File: src/rtl/branch_predict_fetch.sv
// Fetch PC generator with a direct-mapped BTB and 2-bit saturating counters.
// Resolves branches from execute, redirects on mispredict and trains the table.
module branch_predict_fetch #(
    parameter logic [31:0] RESET_PC = 32'h0000_0000,
    parameter int          IDX_BITS = 4
) (
    input  logic        clk,
    input  logic        rst,
    input  logic        StallF,
    output logic [31:0] PCF,
    output logic [31:0] PCPlus4F,
    output logic        PredTakenF,
    output logic [31:0] PredTargetF,
    input  logic        ResolveValidE,
    input  logic [31:0] PCE,
    input  logic [1:0]  PCSrcE,
    input  logic [31:0] PCTargetE,
    input  logic [31:0] ALUResultE,
    input  logic        PredTakenE,
    input  logic [31:0] PredTargetE,
    output logic        MispredictE,
    output logic [31:0] MispredCount
);
    localparam int ENTRIES = 1 << IDX_BITS;
    localparam int TAG_W   = 30 - IDX_BITS;

    logic [ENTRIES-1:0] valid_q;
    logic [TAG_W-1:0]   tag_q [ENTRIES];
    logic [31:0]        tgt_q [ENTRIES];
    logic [1:0]         ctr_q [ENTRIES];

    logic [IDX_BITS-1:0] f_idx, e_idx;
    logic [TAG_W-1:0]    f_tag, e_tag;
    logic                f_hit, e_hit;
    logic                act_taken;
    logic [31:0]         act_target, redirect, pc_next;

    // Fetch-side lookup always sees the pre-update table contents.
    assign f_idx       = PCF[IDX_BITS+1:2];
    assign f_tag       = PCF[31:IDX_BITS+2];
    assign f_hit       = valid_q[f_idx] && (tag_q[f_idx] == f_tag);
    assign PCPlus4F    = PCF + 32'd4;
    assign PredTakenF  = f_hit && ctr_q[f_idx][1];
    assign PredTargetF = f_hit ? tgt_q[f_idx] : 32'd0;

    assign e_idx       = PCE[IDX_BITS+1:2];
    assign e_tag       = PCE[31:IDX_BITS+2];
    assign e_hit       = valid_q[e_idx] && (tag_q[e_idx] == e_tag);
    assign act_taken   = ResolveValidE && ((PCSrcE == 2'b01) || (PCSrcE == 2'b10));
    assign act_target  = (PCSrcE == 2'b10) ? (ALUResultE & ~32'd1) : PCTargetE;
    assign MispredictE = ResolveValidE &&
                         ((act_taken != PredTakenE) || (act_taken && (act_target != PredTargetE)));
    assign redirect    = act_taken ? act_target : PCE + 32'd4;

    always_comb begin
        pc_next = PCPlus4F;
        if (MispredictE)
            pc_next = redirect;
        else if (StallF)
            pc_next = PCF;
        else if (PredTakenF)
            pc_next = PredTargetF;
    end

    always_ff @(posedge clk or posedge rst) begin
        if (rst) begin
            PCF          <= RESET_PC;
            MispredCount <= 32'd0;
        end else begin
            PCF <= pc_next;
            if (MispredictE)
                MispredCount <= MispredCount + 32'd1;
        end
    end

    // Training ignores stalls and mispredicts: every resolved control op updates.
    always_ff @(posedge clk or posedge rst) begin
        if (rst) begin
            valid_q <= '0;
            for (int i = 0; i < ENTRIES; i++) begin
                tag_q[i] <= '0;
                tgt_q[i] <= '0;
                ctr_q[i] <= 2'b01;
            end
        end else if (ResolveValidE) begin
            if (act_taken) begin
                if (e_hit) begin
                    tgt_q[e_idx] <= act_target;
                    if (ctr_q[e_idx] != 2'b11)
                        ctr_q[e_idx] <= ctr_q[e_idx] + 2'b01;
                end else begin
                    valid_q[e_idx] <= 1'b1;
                    tag_q[e_idx]   <= e_tag;
                    tgt_q[e_idx]   <= act_target;
                    ctr_q[e_idx]   <= 2'b10;
                end
            end else if (e_hit && (ctr_q[e_idx] != 2'b00)) begin
                ctr_q[e_idx] <= ctr_q[e_idx] - 2'b01;
            end
        end
    end
endmodule

File: config.mk
export PLATFORM = sky130hd
export DESIGN_NAME = branch_predict_fetch
export DESIGN_NICKNAME = d
export VERILOG_FILES = /design/src/rtl/branch_predict_fetch.sv
export SDC_FILE = /design/constraint.sdc
export NUM_CORES = 2
export LEC_CHECK = 0
export CAP_MARGIN = 20
export CORE_ASPECT_RATIO = 0.6
export CORE_UTILIZATION = 30
export DETAILED_ROUTE_END_ITERATION = 12
export GPL_ROUTABILITY_DRIVEN = 0
export MAX_ROUTING_LAYER = met4
export RECOVER_POWER = 25
export REMOVE_ABC_BUFFERS = 1
export SLEW_MARGIN = 10
export SYNTH_ARGS = -nofsm -noshare
export SYNTH_HDL_FRONTEND = slang
export SYNTH_SLANG_ARGS = --single-unit
File: constraint.sdc
create_clock -name clk -period 31.2 [get_ports clk]
set_input_delay 3.12 -clock clk [delete_from_list [all_inputs] [get_ports clk]]
set_output_delay 3.12 -clock clk [all_outputs]
set_load 0.05 [all_outputs]
=== Word-level counts from Yosys, hierarchy flattened ===
Index checks and enable logic that the tools add are counted.

* Bits in registers: 1040
* Output and inout bits: 130

* Add/sub/neg operators: 5
* Bitwise operators: 7
* Reduce and logical (&&, ||, !) cells: 16
* Equal/unequal tests: 9
* Muxes and demuxes: 41
* Magnitude comparators: 6

{| class="wikitable"
|+ Operators by type and width
! kind !! number
|-
| 512-bit bitwise mux || 1
|-
| 416-bit bitwise mux || 1
|-
| 32-bit 2-to-1 mux || 13
|-
| 26-bit binary-select mux with 4-bit select || 2
|-
| 26-bit 2-to-1 mux || 5
|-
| 32-bit binary-select mux with 4-bit select || 1
|-
| 32-bit demux with 4-bit select || 1
|-
| 26-bit demux with 4-bit select || 1
|-
| 32-bit by 3-bit adder with 32-bit output, second input constant || 2
|-
| 32-bit bitwise mux || 2
|-
| 26-bit equality test || 2
|-
| 32-bit by 1-bit adder with 32-bit output, second input constant || 1
|-
| 32-bit != test || 1
|-
| 16-bit bitwise OR || 2
|-
| 16-bit bitwise AND || 1
|-
| 2-bit binary-select mux with 4-bit select || 2
|-
| 16-bit NOT || 1
|-
| 5-bit greater-or-equal comparator, second input constant || 2
|-
| 4-bit by 5-bit less-than comparator with 1-bit output, second input constant || 2
|-
| 2-bit 2-to-1 mux || 5
|-
| 4-bit NOT with 5-bit output || 2
|-
| 1-bit logical AND || 9
|-
| 1-bit binary-select mux with 4-bit select || 2
|-
| 2-bit demux with 4-bit select || 1
|-
| 17 further kinds || 22
|}

=== Logic depth before layout (Yosys ltp) ===
* Depth in word-level cells: 10
* Depth in mapped cells: 17
* Depth with buffers taken out: 11

=== Worst setup path after synthesis ===
OpenSTA, ideal clock, no wires.

* Kind: input -> output
* From: input PCSrcE[0]
* To: output MispredictE
* Arrival: 5.920 ns
* Path buffers: 5
* Setup slack: 22.160 ns
* Stages: 13
* Required time: 28.080 ns
* Cell sequence: inv_1 ha_1 clkbuf_1 buf_2 mux2i_1 xnor2_1 nor4_1 nand4_1 o31ai_1 inv_1 clkbuf_1 clkbuf_1 buf_1

* Longest elaborated chain between the ends: 6

{| class="wikitable"
|+ Ends and longest elaborated chain
! what !! RTL line !! source
|-
| start, declared || 16 || <nowiki>input logic [1:0] PCSrcE,</nowiki>
|-
| 2-bit equality test or 2-bit by 1-bit equality test with 1-bit output (tied branches) || 49, 50 ||
|-
| 32-bit 2-to-1 mux or 1-bit logical OR (tied branches) || 50, 49 ||
|-
| 32-bit != test or 1-bit logical AND (tied branches) || 52, 49 ||
|-
| 1-bit logical AND or 1-bit != test (tied branches) || 52 || <nowiki>((act_taken != PredTakenE) || (act_taken && (act_target != PredTargetE)));</nowiki>
|-
| 1-bit logical OR (*) || 52 ||
|-
| 1-bit logical AND (*) || 51 || <nowiki>assign MispredictE = ResolveValidE &&</nowiki>
|-
| end, declared || 21 || <nowiki>output logic MispredictE,</nowiki>
|}

Mark *: on every way between the ends. The rest lies on a longest branch, timed or not.

==> run summary <==
The ratio of routed vias to standard cells came out at between 5 and 6. The number of cells upsized or downsized after cts is 0. The number of synthesized flops with an enable pin is 0. The overall power consumption came out at between 4 and 5 mW. The count of final max-slew check failures came to between 600 and 700. The slowest library cell on the worst path is sky130_fd_sc_hd__clkbuf_1. Global routing used 21.4% of the available tracks across all layers.

On the final layout, the worst clock skew is approximately 0.056 ns. The library cell used most frequently in the layout, excluding fill and tap cells, is sky130_fd_sc_hd__dfrtp_1. The largest net degree at the start of global routing came out at roughly 190. Clock tree synthesis inserted a total of between 90 and 100 buffers. The number of endpoints with negative hold slack in the final report was 0. The path class of the lowest-slack min-delay path is reg -> reg. Compared with the post-synthesis result, the final layout area differs by 14.4%.

The worst-skew pair later-pin latency is ~0.75 ns. Setup total negative slack on the finished layout was measured at 0 ns. For this block, the initial DRC count from the detailed router was between 4000 and 5000. The number of setup buffers added after CTS came out at 0. The synthesized instance count is approximately 4500. Across the VDD grid, the largest voltage drop is approximately 0.045 mV. The data arrival at the endpoint of the critical path came out at around 13 ns. The worst register-to-register path ends at PCF[4]$_DFFE_PP0P_.

The async set or reset register ratio after synthesis is 100%. The chip height is 331 µm. The checks that failed: capacitance limit, slew limit. The H-tree was split into 3 levels.

The top achievable clock speed came out at just under 70 MHz. Walking the worst path, the cells encountered are dlygate4sd3_1 > clkinvlp_2 > clkbuf_1. The first global-routing pass estimated ~280 mm of wire. The total of warnings raised by yosys came out at 0. Setup repair after global routing left no endpoint under its margin.

In this run the cell area of the synthesized design comes to roughly 54000 µm². The initial utilization of the core area, before any placement, comes to a little under a third. The actual slew at the worst max-slew pin is 9.29 ns. The length in cells of the worst reg-to-reg path is 13. The core region is about 180000 µm².

The count of buffer and inverter cells on the critical path is 3. A synthesized cell averages approximately 12 µm². In the routed design, unresolved DRC markers number 0. After layout, the minimum clock period comes to approximately 15 ns. Of the cells placed in the final design, the portion with a size suffix greater than 1 is about a quarter. In this run the worst setup path terminates at tag_q[287]$_DFFE_PP0P_. Sequential cells were found to cover 48.1% of the synthesized design area. After synthesis the netlist holds a flip-flop and latch count of around 1000. The estimated wirelength of the detail-placed design is between 100 and 150 mm.

STA classifies the critical path startpoint as an input port. The relative max-transition margin came out at -519%. CTS placed an instance of sky130_fd_sc_hd__clkbuf_16 at the clock tree root. The count of placed standard cells including taps came out at 6847. In the layout the commonest cells are 1020 x sky130_fd_sc_hd__dfrtp_1, 448 x sky130_fd_sc_hd__mux2_2, 417 x sky130_fd_sc_hd__nor2_1, 388 x sky130_fd_sc_hd__a21oi_1, 337 x sky130_fd_sc_hd__mux4_2.

The count of input and output buffers came out at between 200 and 300. The initial antenna violation count is 14. On the critical path the largest part of the delay comes from buffers and inverters. The final number of setup-violating endpoints came out at 0. The flow ran to the end, but the final reports show violations.

The total via count after detailed routing is approximately 40000. The via count of the first global-routing pass is 38300. The remaining antenna violation count came out at 0. The total die area is roughly 180000 µm². The category of the most critical setup path is in -> async. The largest buffer count on any clock path is 3.

Among all flip-flop cells after synthesis, the most frequent one is sky130_fd_sc_hd__dfrtp_1. The leakage power total is ~26 nW. The total clock sinks came out at between 1000 and 1500. The distinct cell type count of the synthesized netlist came out at just under 80. The area of all placed cells without fillers is 62000 µm². The worst register-to-register path begins at PCF[2]$_DFFE_PP0P_. The share of the clock period used by the worst path after layout is a little under half.

The total wire length after detailed routing is around 190 mm. The number of stages on the worst setup path is 3. After detailed routing, the average wire length per cell comes to around 27 µm. For this design the ratio of total power to cell area is 74.4 nW/µm². The number of placement rows is 120. The number of cells in the finished layout apart from fillers came out at roughly 7000. The required time of the critical path came out at slightly below 30 ns. The placed cell area is approximately 60000 µm². Max-cap violations in this run came to 9. The largest single stage delay on the critical path is 6.53 ns. The number of nets in the layout is about 4700. The die outline width is ~550 µm. The number of detailed-route iterations in the first pass came out at 9.

STA classifies the critical path endpoint as an async pin. Global routing finished with a remaining overflow of 0. The clock edge transition at the registers on the reported setup and hold paths is approximately 0.060 ns. The worst register-to-register path has a setup slack of about 24 ns. The I/O pin count came out at between 200 and 300. The largest fanout on the critical path came out at 169. Hold repair after CTS inserted 0 buffers.

The beginning of the critical path is rst. The clock tree from TritonCTS is built.
[layout make-up]
| class | count | area, µm² |
|---|---|---|
| inverter | 49 | 186 |
| clock inverter | 31 | 347 |
| fill | 17500 | 117000 |
| timing repair buffer | 390 | 3640 |
| clock buffer | 136 | 2710 |
| antenna | 4 | 10.0 |
| sequential | 1040 | 26100 |
| tap | 2379 | 2980 |
| multi-input combinational | 2999 | 26100 |
[stage by stage]
step	setup WS [ns]	utilization, %	hold slack (ns)
CTS	19.93	34.6	0.478
global placement	19.83	32.9	0.457
global route	14.01	34.7	0.500
finish	16.35	34.7	0.468
floorplan	-1.16	-	0.444
detailed placement	19.93	32.9	0.465
[metal layers]
| metal | vias up | wire (µm) | GRT usage [%] |
|---|---|---|---|
| li1 | 16500 | - | - |
| met3 | 350 | 21500 | 6.55 |
| met2 | 2081 | 79700 | 28.9 |
| met4 | 0 | 6160 | 6.39 |
| met1 | 20500 | 83800 | 30.5 |
| met5 | - | 0 | - |
[report_power, final]
part / leakage, nW / internal, mW / switching (mW)
Combinational: 11.3 / 0.668 / 0.806
Sequential: 12.9 / 1.68 / 0.259
Clock: 1.51 / 0.654 / 0.547
[cells by family (layout without fill, tap and decap cells)]
logic type	Yosys count	count (layout)	share of synthesized area, %
compound gates	800	800	8.62
xor+xnor	164	164	2.65
fa+ha+maj	9	9	0.208
buf+inv	469	606	4.18
flops	1040	1040	48.1
mux	1025	1025	27.8
other cells	0	4	0
simple gates	1001	1001	8.53
[flip-flops by register name (all words and copies together) (netlist names)]
name          cells
valid_q          16
tgt_q           512
MispredCount     32
PCF              32
ctr_q            32
tag_q           416
[cells in the mapped netlist, types with 39 or more instances]
| cell type | count | area (µm²) |
|---|---|---|
| sky130_fd_sc_hd__nor2_1 | 418 | 1570 |
| sky130_fd_sc_hd__buf_2 | 48 | 240 |
| sky130_fd_sc_hd__a21oi_1 | 388 | 1940 |
| sky130_fd_sc_hd__inv_1 | 47 | 176 |
| sky130_fd_sc_hd__and2_1 | 39 | 244 |
| sky130_fd_sc_hd__nand3_1 | 54 | 270 |
| sky130_fd_sc_hd__a22oi_1 | 41 | 308 |
| sky130_fd_sc_hd__clkbuf_1 | 255 | 957 |
| sky130_fd_sc_hd__xnor2_1 | 132 | 1160 |
| sky130_fd_sc_hd__mux4_2 | 337 | 7590 |
| sky130_fd_sc_hd__nand2_1 | 262 | 983 |
| sky130_fd_sc_hd__o21ai_0 | 213 | 1070 |
| sky130_fd_sc_hd__dfrtp_1 | 1024 | 25600 |
| sky130_fd_sc_hd__buf_4 | 40 | 300 |
| sky130_fd_sc_hd__mux2_2 | 448 | 5040 |
| sky130_fd_sc_hd__buf_1 | 39 | 146 |
| sky130_fd_sc_hd__mux2i_1 | 234 | 2340 |
[how the worst min path moves through the flow]
stage / endpoint / slack, ns / startpoint / depth (start not counted)
2_1_floorplan: tgt_q[224]$_DFFE_PP0P_ / 0.44 / tgt_q[224]$_DFFE_PP0P_ / 2
3_3_place_gp: tgt_q[462]$_DFFE_PP0P_ / 0.46 / tgt_q[462]$_DFFE_PP0P_ / 2
3_5_place_dp: tgt_q[265]$_DFFE_PP0P_ / 0.46 / tgt_q[265]$_DFFE_PP0P_ / 2
4_1_cts: MispredCount[31]$_DFFE_PP0N_ / 0.48 / MispredCount[31]$_DFFE_PP0N_ / 1
5_1_grt: tgt_q[0]$_DFFE_PP0P_ / 0.50 / tgt_q[0]$_DFFE_PP0P_ / 2
6_report: MispredCount[31]$_DFFE_PP0N_ / 0.47 / MispredCount[31]$_DFFE_PP0N_ / 1
(Power assumes the default switching activity.)
